[src/rtl/pdp8l_iop_master.sv]
// pdp8l_iop_master -- CPU-side IOT initiator for the PDP-8/L I/O bus.
//
// Runs one IOT instruction: drives ioopcode/cputodev with an iopstart strobe,
// waits SETTLE cycles, samples the wire-ORed device returns, then strobes
// iopstop and idles RELEASE cycles before pulsing done.
//
// Ports:
//   CLOCK, RESET          rising-edge clock, synchronous active-high reset
//   start/opcode/acin     request from the CPU sequencer (accepted when !busy)
//   busy/done/bad         status; done is a one-cycle pulse
//   acout/skip            IOT result, valid with done, held until next accept
//   iopstart/iopstop      one-cycle bus strobes (iopstop also held in reset)
//   ioopcode/cputodev     opcode and AC on the bus, START through STOP only
//   devtocpu/AC_CLEAR/IO_SKIP  OR-combined device returns
module pdp8l_iop_master #(
  parameter int SETTLE  = 4,
  parameter int RELEASE = 2
) (
  input  logic        CLOCK,
  input  logic        RESET,
  input  logic        start,
  input  logic [11:0] opcode,
  input  logic [11:0] acin,
  output logic        busy,
  output logic        done,
  output logic        bad,
  output logic [11:0] acout,
  output logic        skip,
  output logic        iopstart,
  output logic        iopstop,
  output logic [11:0] ioopcode,
  output logic [11:0] cputodev,
  input  logic [11:0] devtocpu,
  input  logic        AC_CLEAR,
  input  logic        IO_SKIP
);

  localparam int MAXC = (SETTLE > RELEASE) ? SETTLE : RELEASE;
  localparam int CW   = $clog2(MAXC + 1);

  typedef enum logic [2:0] {
    S_IDLE, S_START, S_SETTLE, S_STOP, S_RELEASE, S_DONE
  } state_t;

  state_t        r_state;
  logic [CW-1:0] r_cnt;

  always_ff @(posedge CLOCK) begin
    if (RESET) begin
      r_state  <= S_IDLE;
      r_cnt    <= '0;
      busy     <= 1'b0;
      done     <= 1'b0;
      bad      <= 1'b0;
      acout    <= '0;
      skip     <= 1'b0;
      iopstart <= 1'b0;
      // Held high through reset so every device drops its returns.
      iopstop  <= 1'b1;
      ioopcode <= '0;
      cputodev <= '0;
    end else begin
      iopstart <= 1'b0;
      iopstop  <= 1'b0;
      done     <= 1'b0;
      case (r_state)
        // DONE accepts a new request exactly like IDLE (back-to-back).
        S_IDLE, S_DONE: begin
          r_state <= S_IDLE;
          busy    <= 1'b0;
          if (start) begin
            if (opcode[11:9] == 3'o6) begin
              r_state  <= S_START;
              busy     <= 1'b1;
              iopstart <= 1'b1;
              ioopcode <= opcode;
              cputodev <= acin;
            end else begin
              // Not an IOT: finish immediately without touching the bus.
              r_state <= S_DONE;
              done    <= 1'b1;
              bad     <= 1'b1;
              acout   <= acin;
              skip    <= 1'b0;
            end
          end
        end
        S_START: begin
          r_state <= S_SETTLE;
          r_cnt   <= CW'(SETTLE - 1);
        end
        S_SETTLE: begin
          if (r_cnt == '0) begin
            // cputodev still holds the latched AC here; it is the AC latch.
            acout   <= (AC_CLEAR ? 12'd0 : cputodev) | devtocpu;
            skip    <= IO_SKIP;
            bad     <= 1'b0;
            iopstop <= 1'b1;
            r_state <= S_STOP;
          end else begin
            r_cnt <= r_cnt - 1'b1;
          end
        end
        S_STOP: begin
          ioopcode <= '0;
          cputodev <= '0;
          r_cnt    <= CW'(RELEASE - 1);
          r_state  <= S_RELEASE;
        end
        S_RELEASE: begin
          if (r_cnt == '0) begin
            done    <= 1'b1;
            busy    <= 1'b0;
            r_state <= S_DONE;
          end else begin
            r_cnt <= r_cnt - 1'b1;
          end
        end
        default: r_state <= S_IDLE;
      endcase
    end
  end

endmodule

[config.mk]
export PLATFORM = sky130hd
export DESIGN_NAME = pdp8l_iop_master
export DESIGN_NICKNAME = d
export VERILOG_FILES = /design/src/rtl/pdp8l_iop_master.sv
export SDC_FILE = /design/constraint.sdc
export NUM_CORES = 1
export LEC_CHECK = 0
export ABC_AREA = 1
export BUFFER_PORTS_ARGS = -buffer_cell sky130_fd_sc_hd__buf_2
export CAP_MARGIN = 10
export CORE_UTILIZATION = 38
export DETAILED_ROUTE_END_ITERATION = 10
export PLACE_DENSITY_LB_ADDON = 0.2
export SETUP_SLACK_MARGIN = 0.02
export SLEW_MARGIN = 15
export SYNTH_ARGS = -nofsm -noshare
export SYNTH_HDL_FRONTEND = slang
export SYNTH_SLANG_ARGS = --single-unit
export TNS_END_PERCENT = 20
[constraint.sdc]
create_clock -name CLOCK -period 1.55 [get_ports CLOCK]
set_input_delay 0.2325 -clock CLOCK [delete_from_list [all_inputs] [get_ports CLOCK]]
set_output_delay 0.2325 -clock CLOCK [all_outputs]
set_load 0.1 [all_outputs]
======== After elaboration in Yosys (flattened, before gate mapping) ========
Cells that the tools add are included.
word-level totals
  bits in registers ....................... 48
  bits in latches ......................... 0
  memory bits (writable) .................. 0
  memory bits (read-only) ................. 0
  input port bits ......................... 41
  output and inout bits ................... 42
  word-level logic and storage cells ...... 74
  memories ................................ 0
operators by class
  $add $sub $neg .......................... 1
  $mul .................................... 0
  divide/modulo/power cells ............... 0
  order comparisons ....................... 0
  eq/ne operators ......................... 12
  shift operators ......................... 0
  multiplexer cells ....................... 34
  bitwise logic cells ..................... 2
  reduce and logical (&&, ||, !) cells .... 14
operators with widths
  operator                                                               count
  12-bit two-way mux                                                     8
  12-bit one-hot mux with 2 select lines                                 3
  3-bit two-way mux                                                      5
  3-bit one-hot mux with 5 select lines                                  1
  1-bit two-way mux                                                      12
  2-bit inequality test, second input constant                           6
  12-bit bitwise OR                                                      1
  3-bit equality test, second input constant                             3
  3-bit one-hot mux with 3 select lines                                  1
  1-bit one-hot mux with 2 select lines                                  4
  3-bit by 2-bit equality test with 1-bit output, second input constant  2
  3-bit zero test                                                        2
  2-bit AND reduction                                                    3
  2-bit nonzero test                                                     3
  2-bit OR reduction                                                     3
  4-bit AND reduction                                                    1
  3-bit by 1-bit equality test with 1-bit output, second input constant  1
  3-bit AND reduction                                                    1
  3-bit nonzero test                                                     1
  3-bit by 1-bit subtractor with 3-bit output, second input constant     1
  1-bit inverter                                                         1

======== Depth between registers and ports, before layout ========
  word-level depth ........................ 4
  mapped depth ............................ 9
  depth with buffers taken out ............ 8

======== Worst setup path before layout ========
No wires, ideal clock.
  path type ............................... reg-to-reg
  from .................................... register cputodev[7]
  to ...................................... register acout[7]
  arrival time ............................ 1.383 ns
  data required time ...................... 1.486 ns
  slack ................................... 0.103 ns
  cell stages (with the launch flop) ...... 7
  path buffers ............................ 0
  period minus slack after synthesis ...... 1.447 ns
  cells stage by stage .................... dfxtp_1 > inv_1 > o21bai_1 > nand2_1 > nand2_1 > a21oi_1 > nor2_1
on the way
  longest elaborated chain between the ends .. 4
ends and longest elaborated chain
  what                                    RTL line  RTL
  from (decl)                             32        output logic [11:0] cputodev,
  from (signal assigned)                  77        cputodev <= acin;
  12-bit two-way mux                      95        acout <= (AC_CLEAR ? 12'd0 : cputodev) | devtocpu;
  12-bit bitwise OR                       95
  12-bit two-way mux                      93        if (r_cnt == '0) begin
  12-bit one-hot mux with 2 select lines  66        case (r_state)
  to (signal assigned)                    83        acout <= acin;
  to (signal assigned)                    95
  to (decl)                               27        output logic [11:0] acout,
Every way passes these cells. The select of a mux whose other input is x is not followed.
A chain may end at the register's enable or synchronous reset.

======== Worst setup path in the final report ========
  from .................................... register r_state[0]
  to ...................................... register cputodev[5]
on the way
  longest elaborated chain between the ends .. 4
ends and longest elaborated chain
  what                                                                          RTL line  RTL
  from (decl)                                                                   45        state_t r_state;
  from (signal assigned)                                                        50        r_state <= S_IDLE;
  from (signal assigned)                                                        69        r_state <= S_IDLE;
  from (signal assigned)                                                        73        r_state <= S_START;
  3-bit equality test or 3-bit zero test (tied branches)                        66
  2-bit OR reduction                                                            66
  2-bit inequality test (no source line) or 2-bit nonzero test (tied branches)  --
  3-bit AND reduction (no source line)                                          --
Several ways; a longest one is shown, not always the timed one.

==> results.toml <==
[global_route]
met2_usage_pct = 32.2
grt_pass1_wl_mm = 9.09
grtUsageMet1_pct = 22.6
antenna_found_initial = 0
globalRouteMet3Util_pct = 4.14
gr-usage-all-layers_pct = 18.7
grt_max_degree = 30
grt_pass1_vias = 2092
top_usage_layer = "met2"
grt-ovfl-total = 0

[routing]
first_iter_violations = 70
route.detailed.wl_per_inst_um = 11.4
vias = 2226
drtPass1Iterations = 4
drc_errors = 0
ant_nets = 0
routed_wl_mm = 5.49
avgViaCountPerCell = 4.63

[power]
power_mw = 6.68
leakage_nw = 1.42
pwr_density_cell_nw_per_um2 = 2380
vdd_ir_drop_max_mv = 1.50

[cells_and_area]
utilization_pct = 49.8
final_cells = 481
final_cell_area_um2 = 2810
final_common_cell = "buf_2"
area_growth_pct = 23.6
mostFrequentLayoutCells = "82 x buf_2, 68 x nand2_1, 68 x nor2_1"
antennaDiodeCount = 0
final_nets = 452
drive_above_1_share_pct = 26.7

[setup_path]
path_class = "flop to flop"
path_depth = 8
cp_common_cell = "nand2_2"
start_kind = "flop"
path_cells = "nor2_2 > nand2_1 > nand2_2 > nand2_2 > nand2_2 > buf_12 > nor2_1 > nor2_1"
crit_family = "simple AND/OR/NAND/NOR gates"
cp.arrival_ns = 1.59
worst-r2r-cell-count = 8
crit_slowest_cell = "dfxtp_1"
cp.required_ns = 1.74
setup.worst_path.end_class = "flop"
slowest_delay_ns = 0.45
reg2reg_slack_ns = 0.15
critPathBufInv = 1
critPathMaxFanout = 19

[yosys]
synth_area_leader_cell = "dfxtp_1"
synth_cell_types = 26
synth_top_family_by_area = "simple AND/OR/NAND/NOR gates"
syn_area_um2 = 2270
synth_cells = 331
synthAdderAreaFrac_pct = 1.10
synth-seq-area-share_pct = 42.3
yosys-top-cells-area = "dfxtp_1 42%, nand2_1 11%, nor2_1 11%, inv_1 5.8%, nand3_1 4.6%"
synth_nets = 374
syn_area_per_cell_um2 = 6.86
synth_xor_xnor_area_share_pct = 0
yosys.area_share.simple_pct = 31.8
ys_warn_count = 0
yosysTopAreaCellShare_pct = 42.3
synthMuxAreaShare_pct = 0
synth_seq_cells = 48
synth_compound_area_share_pct = 13.4

[floorplan]
dieArea_um2 = 6290
num_rows = 27
io_pins = 83
start_util_pct = 40.3
fp.dieW_um = 79.3
core_um2 = 5640
die_h_um = 79.3

[flow_run]
drv_cap = 0

[clock_tree]
clk_latency_ns = 0.30
cts_max_level = 2
cts_buffer_depth = 2
clock-root-buffer = "clkbuf_8"
cts_inserted_buffers = 5
cts_tree = "done"
cts_setup_buffers = 0
cts.reportedPaths.clkPinSlew_ns = 0.08
clkSinkCount = 48

[timing]
drv_slew = 0
slew_headroom_pct = 67.2
timing.setup.tns_ns = 0
tightest_slew_ns = 0.496
whs_ns = 0.167
min_period_over_period_pct = 90.4
fmax_ghz = 0.714
finalCriticalPeriod_ns = 1.40
finalHoldViolations = 0
fin_ws_ns = 0.149
finClkSkew_ns = 0.00449
rsz0062_at_grt = "false"
setup-violations-final = 0

[placement]
dpl_worst_slack_ns = 0.0841
gp_congestion = 0.873
dp_hpwl_mm = 3.98
io_buffers = 82
dpl_cell_area_um2 = 2710
place_inst = 474

[run_status]
status = "complete, no violations"

[worst_hold_path]
hold_class = "input pin to flop"
whs_path_depth = 3
[area by class of cell]
type	count	area [um^2]
Fill cell	596	2830
Multi-Input combinational cell	228	1070
Sequential cell	48	963
Timing Repair Buffer	87	464
Inverter	39	146
Tap cell	72	90.1
Clock buffer	6	72.6
Clock inverter	1	5.00
[cell usage after synthesis]
cell type and n:
nand2_4 1, o21ai_1 4, dfxtp_1 48, nand3b_1 1
nand2_2 7, nor3_1 2, nor2_4 2, ha_1 2
buf_6 4, and3_1 1, clkinv_1 1, nand2_1 68
nand3_1 21, clkbuf_2 1, nor2_2 1, clkbuf_1 1
o21bai_1 12, buf_2 7, o211ai_1 1, nor2_1 68
inv_2 3, buf_4 3, a21oi_1 18, a31oi_1 1
inv_1 35, o21ai_0 18
[registers in the layout, summed over array words and instances, names as in the netlist]
| name | count |
|---|---|
| done | 1 |
| bad | 1 |
| r_state | 3 |
| iopstop | 1 |
| cputodev | 12 |
| busy | 1 |
| skip | 1 |
| acout | 12 |
| ioopcode | 12 |
| iopstart | 1 |
| r_cnt | 3 |
[cells by family (layout without fill, tap and decap cells)]
logic type | count (synthesis) | in the layout
buffers and inverters | 55 | 133
AO/OA/AOI/OAI | 54 | 54
flip-flops | 48 | 48
adder cells (fa/ha/maj) | 2 | 2
AND/OR/NAND/NOR | 172 | 172
[worst min-delay path: cells and delay by family]
kind	cells	cell delay [ns]
AO/OA/AOI/OAI	1	0.06
buffers and inverters	1	0.07
AND/OR/NAND/NOR	1	0.07
[where the power goes]
part           leakage, nW  switching [mW]  internal (mW)
Combinational        0.990            3.34          0.824
Clock               0.0410           0.391          0.307
Sequential           0.394           0.225           1.60
Total                 1.42            3.95           2.73
[repair_timing]
action,in CTS,in global routing
setup endpoints to repair,0,14
resized for setup,0,5
hold buffers,0,0
[metal layers]
layer  vias up  wire, um
met4         0        93
li1       1182         -
met2        62      2430
met3         7       293
met5         -         0
met1       975      2680
[path summary, 6_finish.rpt]
path,from,to
max,r_state[0]$_SDFFE_PP0P_,cputodev[5]$_SDFFE_PP0P_
min,opcode[6],ioopcode[6]$_SDFFE_PP0P_
max reg2reg,r_state[0]$_SDFFE_PP0P_,cputodev[5]$_SDFFE_PP0P_
min reg2reg,bad$_SDFFE_PP0P_,bad$_SDFFE_PP0P_
No activity file was read; power rests on OpenSTA's default activity.
